**config.mk**
```make
export PLATFORM = sky130hd
export DESIGN_NAME = acp_mm2s_cmd_engine
export DESIGN_NICKNAME = d
export VERILOG_FILES = /design/src/rtl/acp_mm2s_cmd_engine.sv
export SDC_FILE = /design/constraint.sdc
export NUM_CORES = 1
export LEC_CHECK = 0
export BUFFER_PORTS_ARGS = -buffer_cell sky130_fd_sc_hd__buf_4
export CAP_MARGIN = 5
export CELL_PAD_IN_SITES_DETAIL_PLACEMENT = 1
export CELL_PAD_IN_SITES_GLOBAL_PLACEMENT = 1
export CORE_ASPECT_RATIO = 1.75
export CORE_MARGIN = 2
export CORE_UTILIZATION = 35
export CTS_BUF_LIST = sky130_fd_sc_hd__clkbuf_8
export CTS_CLUSTER_SIZE = 24
export DETAILED_ROUTE_END_ITERATION = 12
export GPL_ROUTABILITY_DRIVEN = 0
export HOLD_SLACK_MARGIN = 0.05
export PLACE_DENSITY_LB_ADDON = 0.05
export SLEW_MARGIN = 20
export SYNTH_ARGS = -nofsm -noshare
export SYNTH_HDL_FRONTEND = slang
export SYNTH_SLANG_ARGS = --single-unit
```
**constraint.sdc**
```tcl
create_clock -name clk -period 6.1 [get_ports clk]
set_input_delay 0.915 -clock clk [delete_from_list [all_inputs] [get_ports clk]]
set_output_delay 0.915 -clock clk [all_outputs]
set_load 0.02 [all_outputs]
```
**src/rtl/acp_mm2s_cmd_engine.sv**
```systemverilog
// MM2S command engine: takes one 72-bit read command at a time, issues 4 KB-safe AXI4 INCR
// bursts on the ACP read port, streams beats out, then returns a status byte. Stats: ACP_MM2S_STATS_EN.
`timescale 1ns/1ps

module acp_mm2s_cmd_engine #(
  parameter int unsigned C_M_AXI_ADDR_WIDTH = 32,
  parameter int unsigned C_M_AXI_DATA_WIDTH = 64,
  parameter int unsigned C_MAX_BURST        = 16,
  parameter logic [2:0]  C_PROT             = 3'b010,
  parameter logic [3:0]  C_CACHE            = 4'b1111
) (
  input  logic                          clk,
  input  logic                          rst,
  input  logic [71:0]                   S_AXIS_CMD_TDATA,
  input  logic                          S_AXIS_CMD_TVALID,
  output logic                          S_AXIS_CMD_TREADY,
  output logic [7:0]                    M_AXIS_STS_TDATA,
  output logic                          M_AXIS_STS_TVALID,
  input  logic                          M_AXIS_STS_TREADY,
  output logic [C_M_AXI_ADDR_WIDTH-1:0] M_AXI_ARADDR,
  output logic [7:0]                    M_AXI_ARLEN,
  output logic [2:0]                    M_AXI_ARSIZE,
  output logic [1:0]                    M_AXI_ARBURST,
  output logic [3:0]                    M_AXI_ARCACHE,
  output logic [2:0]                    M_AXI_ARPROT,
  output logic                          M_AXI_ARVALID,
  input  logic                          M_AXI_ARREADY,
  input  logic [C_M_AXI_DATA_WIDTH-1:0] M_AXI_RDATA,
  input  logic [1:0]                    M_AXI_RRESP,
  input  logic                          M_AXI_RLAST,
  input  logic                          M_AXI_RVALID,
  output logic                          M_AXI_RREADY,
  output logic [C_M_AXI_DATA_WIDTH-1:0] M_AXIS_TDATA,
  output logic                          M_AXIS_TLAST,
  output logic                          M_AXIS_TVALID,
  input  logic                          M_AXIS_TREADY,
  output logic [31:0]                   stat_bytes,
  output logic [15:0]                   stat_cmds
);

  localparam int unsigned AW     = C_M_AXI_ADDR_WIDTH;
  localparam int unsigned BEAT_W = 20;
  localparam int unsigned BLEN_W = 5;

  typedef enum logic [1:0] {IDLE, ADDR, DATA, STATUS} state_t;

  state_t              state;
  state_t              state_next;

  logic [AW-1:0]       addr;
  logic [BEAT_W-1:0]   beats_left;
  logic                eof;
  logic [3:0]          tag;
  logic                slverr;
  logic                decerr;
  logic                interr;
  logic [BLEN_W-1:0]   burst_len;
  logic [BLEN_W-1:0]   beat_cnt;
  logic                cmd_tready;
  logic                arvalid;
  logic [AW-1:0]       araddr;
  logic [7:0]          arlen;
  logic                sts_tvalid;
  logic [7:0]          sts_tdata;

  logic [22:0]         cmd_btt;
  logic [31:0]         cmd_saddr;
  logic                cmd_bad;
  logic                cmd_fire;
  logic                ar_fire;
  logic                r_fire;
  logic                sts_fire;
  logic                burst_last;
  logic                final_burst;
  logic [9:0]          room_beats;
  logic [BEAT_W-1:0]   len_c;
  logic                unused_cmd_bits;

  // Command field decode and handshake qualifiers
  assign cmd_btt         = S_AXIS_CMD_TDATA[22:0];
  assign cmd_saddr       = S_AXIS_CMD_TDATA[63:32];
  assign cmd_bad         = (cmd_btt == 23'd0) || (cmd_saddr[2:0] != 3'd0) || (cmd_btt[2:0] != 3'd0);
  assign cmd_fire        = (state == IDLE) && S_AXIS_CMD_TVALID && cmd_tready;
  assign ar_fire         = arvalid && M_AXI_ARREADY;
  assign r_fire          = (state == DATA) && M_AXI_RVALID && M_AXIS_TREADY;
  assign sts_fire        = sts_tvalid && M_AXIS_STS_TREADY;
  assign burst_last      = (beat_cnt == burst_len - BLEN_W'(1));
  assign final_burst     = (beats_left == BEAT_W'(burst_len));
  assign unused_cmd_bits = ^{S_AXIS_CMD_TDATA[71:68], S_AXIS_CMD_TDATA[31], S_AXIS_CMD_TDATA[29:23]};

  // Burst length: limited by max burst, remaining beats and distance to the next 4 KB page
  always_comb begin
    room_beats = 10'((13'h1000 - {1'b0, addr[11:0]}) >> 3);
    len_c      = beats_left;
    if (len_c > BEAT_W'(room_beats)) len_c = BEAT_W'(room_beats);
    if (len_c > BEAT_W'(C_MAX_BURST)) len_c = BEAT_W'(C_MAX_BURST);
  end

  always_ff @(posedge clk) begin
    if (rst) state <= IDLE;
    else     state <= state_next;
  end

  always_comb begin
    state_next = state;
    case (state)
      IDLE:    if (cmd_fire) state_next = cmd_bad ? STATUS : ADDR;
      ADDR:    if (ar_fire) state_next = DATA;
      DATA:    if (r_fire && burst_last) state_next = final_burst ? STATUS : ADDR;
      STATUS:  if (sts_fire) state_next = IDLE;
      default: state_next = IDLE;
    endcase
  end

  // Command context, AR channel, error flags and status register
  always_ff @(posedge clk) begin
    if (rst) begin
      addr       <= '0;
      beats_left <= '0;
      eof        <= 1'b0;
      tag        <= 4'd0;
      slverr     <= 1'b0;
      decerr     <= 1'b0;
      interr     <= 1'b0;
      burst_len  <= '0;
      beat_cnt   <= '0;
      cmd_tready <= 1'b1;
      arvalid    <= 1'b0;
      araddr     <= '0;
      arlen      <= 8'd0;
      sts_tvalid <= 1'b0;
      sts_tdata  <= 8'd0;
    end else begin
      case (state)
        IDLE: begin
          if (cmd_fire) begin
            cmd_tready <= 1'b0;
            addr       <= AW'(cmd_saddr);
            beats_left <= cmd_btt[22:3];
            eof        <= S_AXIS_CMD_TDATA[30];
            tag        <= S_AXIS_CMD_TDATA[67:64];
            interr     <= cmd_bad;
          end
        end
        ADDR: begin
          if (!arvalid) begin
            arvalid   <= 1'b1;
            araddr    <= addr;
            arlen     <= 8'(len_c - BEAT_W'(1));
            burst_len <= BLEN_W'(len_c);
            beat_cnt  <= '0;
          end else if (M_AXI_ARREADY) begin
            arvalid <= 1'b0;
          end
        end
        DATA: begin
          if (r_fire) begin
            if (M_AXI_RRESP == 2'b10) slverr <= 1'b1;
            if (M_AXI_RRESP == 2'b11) decerr <= 1'b1;
            // RLAST from the slave is only checked; the burst ends on our own count
            if (M_AXI_RLAST != burst_last) interr <= 1'b1;
            if (burst_last) begin
              beat_cnt   <= '0;
              addr       <= addr + AW'({burst_len, 3'b000});
              beats_left <= beats_left - BEAT_W'(burst_len);
            end else begin
              beat_cnt <= beat_cnt + BLEN_W'(1);
            end
          end
        end
        STATUS: begin
          if (!sts_tvalid) begin
            sts_tvalid <= 1'b1;
            sts_tdata  <= {!(slverr | decerr | interr), slverr, decerr, interr, tag};
          end else if (M_AXIS_STS_TREADY) begin
            sts_tvalid <= 1'b0;
            slverr     <= 1'b0;
            decerr     <= 1'b0;
            interr     <= 1'b0;
            cmd_tready <= 1'b1;
          end
        end
        default: ;
      endcase
    end
  end

  assign S_AXIS_CMD_TREADY = cmd_tready;
  assign M_AXIS_STS_TDATA  = sts_tdata;
  assign M_AXIS_STS_TVALID = sts_tvalid;

  assign M_AXI_ARADDR  = araddr;
  assign M_AXI_ARLEN   = arlen;
  assign M_AXI_ARSIZE  = 3'b011;
  assign M_AXI_ARBURST = 2'b01;
  assign M_AXI_ARCACHE = C_CACHE;
  assign M_AXI_ARPROT  = C_PROT;
  assign M_AXI_ARVALID = arvalid;

  // Zero-latency pass-through of read beats while a burst is in flight
  assign M_AXI_RREADY  = (state == DATA) && M_AXIS_TREADY;
  assign M_AXIS_TVALID = (state == DATA) && M_AXI_RVALID;
  assign M_AXIS_TDATA  = M_AXI_RDATA;
  assign M_AXIS_TLAST  = (state == DATA) && eof && final_burst && burst_last;

`ifdef ACP_MM2S_STATS_EN
  logic [31:0] bytes_q;
  logic [15:0] cmds_q;

  always_ff @(posedge clk) begin
    if (rst) begin
      bytes_q <= 32'd0;
      cmds_q  <= 16'd0;
    end else begin
      if (r_fire) bytes_q <= bytes_q + 32'd8;
      if (sts_fire && (state == STATUS)) cmds_q <= cmds_q + 16'd1;
    end
  end

  assign stat_bytes = bytes_q;
  assign stat_cmds  = cmds_q;
`else
  assign stat_bytes = 32'd0;
  assign stat_cmds  = 16'd0;
`endif

endmodule

```
==> summary.txt, run 1 <==
Outcome
  • Status: complete, no violations

Job
  • Maxcap violations: 0

Place
  • Placed cells: 1,300
  • Post-DP HPWL: 18.4 mm
  • IO Port Bufs: 123

Cells and area
  • Area Growth Syn to Fin: 10.2%
  • Nets: 1,198
  • # fillers: 2,707
  • Fraction of layout cells with a size suffix above 1: 0.182
  • Non-Filler Instances: 1,330
  • Layout Utilization: 0.393
  • Number of diodes: 0

Detailed routing
  • Vias post-DR: 6,926
  • Met1 WL: 9.43 mm
  • Met3 wire length: 858 µm
  • DR WL met2: 13.4 mm
  • Total Wirelength: 24.8 mm
  • Top sig layer: met4
  • Via/cell ratio: 5.21
  • 1st-iter DRT viols: 201
  • Wirelength per Cell: 18.6 µm
  • Antenna Nets Post-Route: 0
  • DRC Markers: 0
  • First-pass iteration count of the detailed router: 4

Synth
  • Top_reg_cell synth: dfxtp_1
  • Synth area leaders: dfxtp_1 32%, buf_4 12%, nand2_1 7.6%
  • Yosys warns: 0
  • Syn Area/Cell: 7.68 µm²
  • Synth unique cells: 72
  • Count leader, synth: nand2_1
  • Leading area contributor after synthesis: dfxtp_1
  • #FFs+latches synth: 123
  • Top-area cell type share of the netlist area: 0.321
  • Number of flops mapped to enable cells by yosys: 0
  • Ys async rst share: 0
  • Mapped Area: 0.00766 mm²
  • Syn Inst Count: 998
  • Register area share after synthesis: 0.321
  • Most frequent cells after synthesis: 155 x nand2_1, 127 x buf_4, 123 x dfxtp_1

Pwr
  • Comb power frac: 0.539
  • Internal power: 0.00224 W
  • Sequential power share: 0.304
  • Peak VDD IR: 0.212 mV
  • Leak: 3.31 nW
  • Clk pwr share: 0.157
  • Sw power: 0.00212 W
  • Sw Ratio: 0.486
  • PD cells: 517 mW/mm²

Global route
  • Vias in the first global route: 7,152
  • First-pass GRT wire length: 38.0 mm
  • Largest net degree at the start of global routing: 77
  • Initial antenna violation count: 0
  • Tot GR Track Use: 0.217
  • Total gr overflow: 0

Setup path
  • Worst reg2reg setup slack: 1.24 ns
  • Crit path buf inv count: 2
  • Max stage delay on crit path: 0.42 ns
  • Critical path class: register to register
  • R2R depth: 19
  • Worst-path maximum fanout: 11
  • Reg2reg start: addr[0]$_SDFFE_PP0P_
  • Critical path startpoint category: register
  • CP required: 6.46 ns
  • Crit path DAT: 5.22 ns
  • Cell Chain, Critical Path: nor4_1 > nand2_1 > or2_1 > nor3_1 > nand2_1 > or3_1 > ha_1 > nor4bb_1 > nand4_1 > or2_2 > o31ai_2 > buf_4 > mux2i_1 > inv_1 > ha_1 > nor4b_1 > mux2i_1 > o211ai_1 > o211a_1
  • CP max-delay cell: nor4_1
  • CP top delay family: simple AND/OR/NAND/NOR gates
  • Critical Path End Type: register
  • Reg-to-reg endpoint: M_AXI_ARLEN[4]$_SDFFE_PP0P_

Hold path
  • Hold path cells: 2
  • Worst hold path type: register to register
  • Sink of the worst hold path: M_AXI_ARLEN[5]$_SDFFE_PP0P_
  • Hold path start: M_AXI_ARLEN[5]$_SDFFE_PP0P_

Timing
  • Tcrit/Tclk final: 0.797
  • RSZ-0062 raised after global routing: false
  • Slew Viols, Final: 0
  • Final hold viol count: 0
  • Endpoints failing setup: 0
  • Final Critical Period: 4.86 ns
  • WHS: 0.448 ns
  • Setup TNS: 0 ns
  • Max Freq: 0.206 GHz
  • Worst slew pin tran: 0.984 ns
  • Skew final: 0.0137 ns
  • Relative slew slack: 0.342

Clocking
  • Max H-tree Level: 4
  • Clk_lat worst skew: 0.46 ns
  • CTS tree: yes
  • CTS buffer count: 17
  • Post CTS Setup Buffer Count: 0
  • Clock sinks: 123
  • Post-CTS Hold Buffers: 0
  • Post-cts resize count: 0
  • Worst-path clk slew: 0.08 ns
  • Clk root buf: clkbuf_8
  • Longest Clk Path Bufs: 2

Floorplan
  • Die height: 200 µm
  • Num rows: 71
  • Die Width: 116 µm
  • Area of the core: 0.0215 mm²
  • Ports: 324
  • Full die area: 0.0231 mm²
  • Initial core utilization: 0.356
## how the worst max path moves through the flow
stage | end | from | depth (start not counted) | slack, ns
2_1_floorplan | M_AXI_ARLEN[4]$_SDFFE_PP0P_ | addr[3]$_SDFFE_PP0P_ | 21 | 1.78
3_3_place_gp | M_AXI_ARLEN[4]$_SDFFE_PP0P_ | addr[0]$_SDFFE_PP0P_ | 19 | 1.34
3_5_place_dp | M_AXI_ARLEN[4]$_SDFFE_PP0P_ | addr[0]$_SDFFE_PP0P_ | 19 | 1.19
4_1_cts | M_AXI_ARLEN[4]$_SDFFE_PP0P_ | addr[0]$_SDFFE_PP0P_ | 19 | 1.17
5_1_grt | M_AXI_ARLEN[4]$_SDFFE_PP0P_ | addr[0]$_SDFFE_PP0P_ | 19 | 0.73
6_report | M_AXI_ARLEN[4]$_SDFFE_PP0P_ | addr[0]$_SDFFE_PP0P_ | 19 | 1.24
## stage by stage
| step | area [µm²] | setup WS, ns | power (W) |
|---|---|---|---|
| 6_report | 8440 | 1.24 | 0.00436 |
| 5_1_grt | 8440 | 0.732 | 0.00475 |
| 4_1_cts | 8440 | 1.17 | 0.00443 |
| 3_5_place_dp | 8090 | 1.19 | 0.00373 |
| 3_3_place_gp | 8090 | 1.34 | 0.00369 |
| 2_1_floorplan | 7880 | 1.78 | 0.00309 |
## metal layers
metal | global-route usage | up-vias
met2 | 0.406 | 188
met4 | 0.116 | 0
met1 | 0.225 | 3302
met5 | 0 | -
li1 | - | 3371
met3 | 0.0370 | 65
## worst register-to-register path, stage by stage (launching register included)
cell and delay [ns]:
dfxtp_1 0.35, nor4_1 0.42, nand2_1 0.12, or2_1 0.32, nor3_1 0.31, nand2_1 0.16
or3_1 0.35, ha_1 0.30, nor4bb_1 0.28, nand4_1 0.17, or2_2 0.35, o31ai_2 0.06
buf_4 0.23, mux2i_1 0.31, inv_1 0.11, ha_1 0.28, nor4b_1 0.18, mux2i_1 0.21
o211ai_1 0.12, o211a_1 0.16
## power by group through the flow
| stage | registers, W | clock network (W) | logic (W) |
|---|---|---|---|
| final | 0.00133 | 0.000685 | 0.00235 |
| after global routing | 0.00137 | 0.000741 | 0.00264 |
| after CTS | 0.00133 | 0.000712 | 0.00238 |
| after detailed placement | 0.00135 | 0 | 0.00237 |
| after global placement | 0.00135 | 0 | 0.00234 |
| after floorplan | 0.00127 | 0 | 0.00182 |
## kinds of logic after synthesis
family	count (synthesis)	synth area share
other	2	0.000980
xor gates and xnor gates	23	0.0263
and+or+nand+nor	345	0.210
adders and majority gates	25	0.0428
AOI/OAI and AO/OA	266	0.224
buffers and inverters	207	0.165
DFF	123	0.321
muxes	7	0.00947
## flip-flops by register name (all words and copies together), names as in the netlist, 2 cells and up
name and count:
burst_len 5, addr 32, beats_left 20, state 2, M_AXI_ARADDR 32, tag 4
M_AXIS_STS_TDATA 8, M_AXI_ARLEN 8, beat_cnt 5
## layout make-up
| type | instances | area, µm² | area share |
|---|---|---|---|
| multi-input cells | 726 | 4170 | 0.494 |
| flip-flops and latches | 123 | 2460 | 0.292 |
| repair buffers | 134 | 1010 | 0.119 |
| well taps | 292 | 365 | 0.0433 |
| clock buffers | 17 | 234 | 0.0277 |
| clock inverters | 13 | 114 | 0.0135 |
| inverters | 25 | 93.8 | 0.0111 |
## layout by cell type, fill, tap and decap left out, types with 8 or more instances in the layout
master and n:
nand4_1 14, nor2_1 58, nor4_1 15, o21ai_0 47
conb_1 60, buf_4 134, a211oi_1 30, nand2_1 155
o22ai_1 10, ha_1 23, clkbuf_8 17, xnor2_1 10
a21o_1 8, xor2_1 13, a21oi_1 105, inv_1 27
dfxtp_1 123, nor2b_1 11, nand3_1 17, nor3_1 31
Power figures use the tool's default switching activity.
==> run 2, diff against run 1 <==
--- a/config.mk
+++ b/config.mk
@@ -5,13 +5,14 @@
 export SDC_FILE = /design/constraint.sdc
 export NUM_CORES = 1
 export LEC_CHECK = 0
+export ABC_AREA = 1
 export BUFFER_PORTS_ARGS = -buffer_cell sky130_fd_sc_hd__buf_4
 export CAP_MARGIN = 5
 export CELL_PAD_IN_SITES_DETAIL_PLACEMENT = 1
 export CELL_PAD_IN_SITES_GLOBAL_PLACEMENT = 1
 export CORE_ASPECT_RATIO = 1.75
 export CORE_MARGIN = 2
-export CORE_UTILIZATION = 35
+export CORE_UTILIZATION = 34
 export CTS_BUF_LIST = sky130_fd_sc_hd__clkbuf_8
 export CTS_CLUSTER_SIZE = 24
 export DETAILED_ROUTE_END_ITERATION = 12
==> constraint.sdc (replaced) <==
create_clock -name clk -period 5 [get_ports clk]
set_input_delay 0.75 -clock clk [delete_from_list [all_inputs] [get_ports clk]]
set_output_delay 0.75 -clock clk [all_outputs]
set_load 0.02 [all_outputs]
==> run 2 against run 1 <==
Cell count is 16% higher. Sequential power is 20% higher. Wire length is 9.8% higher. Setup slack worse by 0.045 ns. Worst hold slack better by 0.023 ns. Final area is 6.4% higher. Combinational power is 34% higher. Sequential cell count stayed put. Register-to-register slack worse by 0.04 ns. Utilization is 0.77 points lower. Clock-buffer cell count is 3 higher. Area after synthesis is 5.2% higher. Highest routed layer unchanged.
==> summary.txt, run 2 <==
Outcome
  • Status: complete, no violations

Cells and area
  • # fillers: 3,104 (+15%)
  • Commonest non-fill, non-tap cells in the layout: 195 x nand2_1, 158 x nor2_1, 135 x buf_4
  • Multi-input logic area: 0.00435 mm² (+4.4%)
  • Reg area: 0.00246 mm² (unchanged)
  • Area Growth Syn to Fin: 11.4%
  • Nets: 1,395 (+16%)
  • Layout Utilization: 0.385 (-0.00770)
  • Fraction of layout cells with a size suffix above 1: 0.179 (-0.00342)
  • Most common cell after layout, fill and taps aside: nand2_1
  • Number of diodes: 0 (unchanged)

Timing
  • Setup TNS: 0 ns (unchanged)
  • Worst slew pin tran: 0.873 ns (-0.111 ns)
  • Endpoints failing setup: 0 (unchanged)
  • Skew final: 0.0134 ns (-0.000389 ns)
  • Final Critical Period: 3.81 ns (-1.06 ns)
  • Max Freq: 0.263 GHz (+28%)
  • Slew Viols, Final: 0 (unchanged)
  • Relative slew slack: 0.411 (+0.0688)
  • Final hold viol count: 0 (unchanged)
  • Tcrit/Tclk final: 0.761 (-0.0358)
  • Setup ws final: 1.19 ns (-0.0446 ns)
  • RSZ-0062 raised after global routing: false

Detailed routing
  • 1st-iter DRT viols: 297 (+48%)
  • Antenna Nets Post-Route: 0 (unchanged)
  • Wirelength per Cell: 17.7 µm (-5.2%)
  • Vias post-DR: 7,724 (+12%)
  • First-pass iteration count of the detailed router: 4 (unchanged)
  • DRC Markers: 0 (unchanged)
  • Via/cell ratio: 5.01 (-3.7%)
  • Total Wirelength: 27.2 mm (+9.8%)

Pwr
  • PD cells: 641 mW/mm² (+24%)
  • Leak: 3.94 nW (+19%)
  • Peak VDD IR: 0.352 mV (+66%)
  • Final Power: 0.00575 W (+32%)

Synth
  • Syn Area/Cell: 6.83 µm² (-11%)
  • Leading area contributor after synthesis: dfxtp_1
  • Synth area leaders: dfxtp_1 31%, buf_4 12%, nand2_1 9.1%
  • Count leader, synth: nand2_1
  • Most frequent cells after synthesis: 195 x nand2_1, 159 x nor2_1, 124 x buf_4
  • Yosys warns: 0 (unchanged)
  • #FFs+latches synth: 123 (unchanged)
  • Ys async rst share: 0 (unchanged)
  • Synth unique cells: 49 (-32%)
  • Number of flops mapped to enable cells by yosys: 0 (unchanged)
  • Syn Inst Count: 1,181 (+18%)
  • Mapped Area: 0.00806 mm² (+5.2%)
  • Register area share after synthesis: 0.305 (-0.0160)
  • Top_reg_cell synth: dfxtp_1
  • Top-area cell type share of the netlist area: 0.305 (-0.0160)

Global route
  • Total gr overflow: 0 (unchanged)
  • First-pass GRT wire length: 43.1 mm (+13%)
  • Initial antenna violation count: 0 (unchanged)
  • Vias in the first global route: 7,976 (+12%)
  • Tot GR Track Use: 0.222 (+0.00519)
  • Largest net degree at the start of global routing: 68 (-12%)

Job
  • Maxcap violations: 0 (unchanged)

Hold path
  • Hold path cells: 2 (unchanged)
  • Sink of the worst hold path: M_AXI_ARLEN[7]$_SDFFE_PP0P_
  • Worst hold path type: register to register
  • Hold path start: M_AXI_ARLEN[7]$_SDFFE_PP0P_

Place
  • IO Port Bufs: 123 (unchanged)
  • Post-DP HPWL: 20.8 mm (+13%)
  • Pre-CTS setup slack: 1.19 ns (-0.00685 ns)

Floorplan
  • Die Width: 120 µm (+3.9%)
  • Num rows: 74 (+4.2%)
  • Die height: 208 µm (+4.0%)
  • Full die area: 0.0250 mm² (+8.1%)
  • Ports: 324 (unchanged)
  • Area of the core: 0.0233 mm² (+8.5%)
  • Initial core utilization: 0.346 (-0.0109)

Setup path
  • Critical path class: register to register
  • Worst reg2reg setup slack: 1.19 ns (-0.04 ns)
  • CP required: 5.35 ns (-1.11 ns)
  • Reg-to-reg endpoint: M_AXI_ARLEN[4]$_SDFFE_PP0P_
  • Reg2reg start: addr[0]$_SDFFE_PP0P_
  • R2R depth: 27 (+8)
  • Crit path DAT: 4.16 ns (-1.06 ns)
  • Critical path startpoint category: register
  • Critical Path End Type: register
  • Worst-path maximum fanout: 14 (+3)

Clocking
  • Longest Clk Path Bufs: 2 (unchanged)
  • Clk root buf: clkbuf_8
  • CTS buffer count: 17 (unchanged)
  • CTS tree: yes
  • Post-CTS Hold Buffers: 0 (unchanged)
  • Post CTS Setup Buffer Count: 0 (unchanged)
  • Clk_lat worst skew: 0.47 ns (about the same)
  • Worst-path clk slew: 0.08 ns (about the same)
  • Post-cts resize count: 0 (unchanged)
  • Max H-tree Level: 4 (unchanged)
  • Clock sinks: 123 (unchanged)
run 2: cell types whose count changed after synthesis, sizes merged, moves of 9 or more:
cell    previous run  this run
buf              137       146
nor2              58       173
clkbuf            45        23
nand2            155       206
o21ai             48       123
nor2b             13         0
a21oi            105        94
a31oi              3        12
nand3             17        51
nor3              31        17
inv               25        91
a211oi            32         9
run 2: cells by family after synthesis:
group,count (synthesis),synth area share
xor+xnor,19,0.0206
compound gates,264,0.180
buf+inv,260,0.183
simple gates,488,0.270
flops,123,0.305
fa+ha+maj,25,0.0407
other cells,2,0.000932
run 2: how the worst max path moves through the flow:
| stage | from | endpoint | slack (ns) | cells after the start |
|---|---|---|---|---|
| finish | addr[0]$_SDFFE_PP0P_ | M_AXI_ARLEN[4]$_SDFFE_PP0P_ | 1.19 | 27 |
| global route | addr[0]$_SDFFE_PP0P_ | M_AXI_ARLEN[2]$_SDFFE_PP0P_ | 0.62 | 27 |
| CTS | addr[0]$_SDFFE_PP0P_ | M_AXI_ARLEN[4]$_SDFFE_PP0P_ | 1.14 | 25 |
| detailed placement | addr[0]$_SDFFE_PP0P_ | M_AXI_ARLEN[2]$_SDFFE_PP0P_ | 1.19 | 25 |
| global placement | addr[0]$_SDFFE_PP0P_ | M_AXI_ARLEN[4]$_SDFFE_PP0P_ | 1.26 | 27 |
| floorplan | addr[0]$_SDFFE_PP0P_ | M_AXI_ARLEN[4]$_SDFFE_PP0P_ | 1.97 | 25 |
run 2: routing by layer:
layer	vias to the layer above	part of all wire	GRT usage
li1	3812	-	-
met1	3645	0.39	0.240
met2	192	0.54	0.413
met3	75	0.038	0.0321
met4	0	0.041	0.107
met5	-	0	0
run 2: final cells by class:
| cell class | instances | area share |
|---|---|---|
| clock buffers | 20 | 0.0306 |
| clock inverters | 12 | 0.0180 |
| inverters | 91 | 0.0380 |
| multi-input cells | 856 | 0.484 |
| flip-flops and latches | 123 | 0.274 |
| well taps | 304 | 0.0423 |
| repair buffers | 135 | 0.113 |
run 2: stage by stage:
| step | hold WS [ns] | area (µm²) | cells |
|---|---|---|---|
| detailed placement | 0.467 | 8550 | 1509 |
| floorplan | 0.455 | 8280 | 1239 |
| finish | 0.471 | 8980 | 1541 |
| global route | 0.509 | 8980 | 1541 |
| CTS | 0.478 | 8980 | 1541 |
| global placement | 0.457 | 8550 | 1509 |
run 2: worst max-delay path, stage by stage, from the launching register on:
cell and delay, ns:
dfxtp_1 0.33, nor2_1 0.28, nand2_1 0.19, nor2_2 0.28, nand2_1 0.11, nand2_1 0.07
nand2_1 0.09, ha_1 0.33, nand2_1 0.06, inv_1 0.05, nand2_1 0.06, a21oi_1 0.22
nor2_4 0.06, nand2_4 0.12, nand2_4 0.13, nand2_1 0.09, nand2_1 0.09, nor2_1 0.18
nand2_1 0.11, nand2_2 0.10, nand2_2 0.06, inv_2 0.10, nand2_1 0.07, ha_1 0.24
inv_1 0.07, nor2_1 0.04, nor2_1 0.11, a21oi_1 0.08
run 2: report_power, final:
group | internal, W | switching (W) | leakage (nW)
logic | 0.00104 | 0.00211 | 2.72
clock network | 0.000537 | 0.000462 | 0.212
registers | 0.00129 | 0.000306 | 1.01
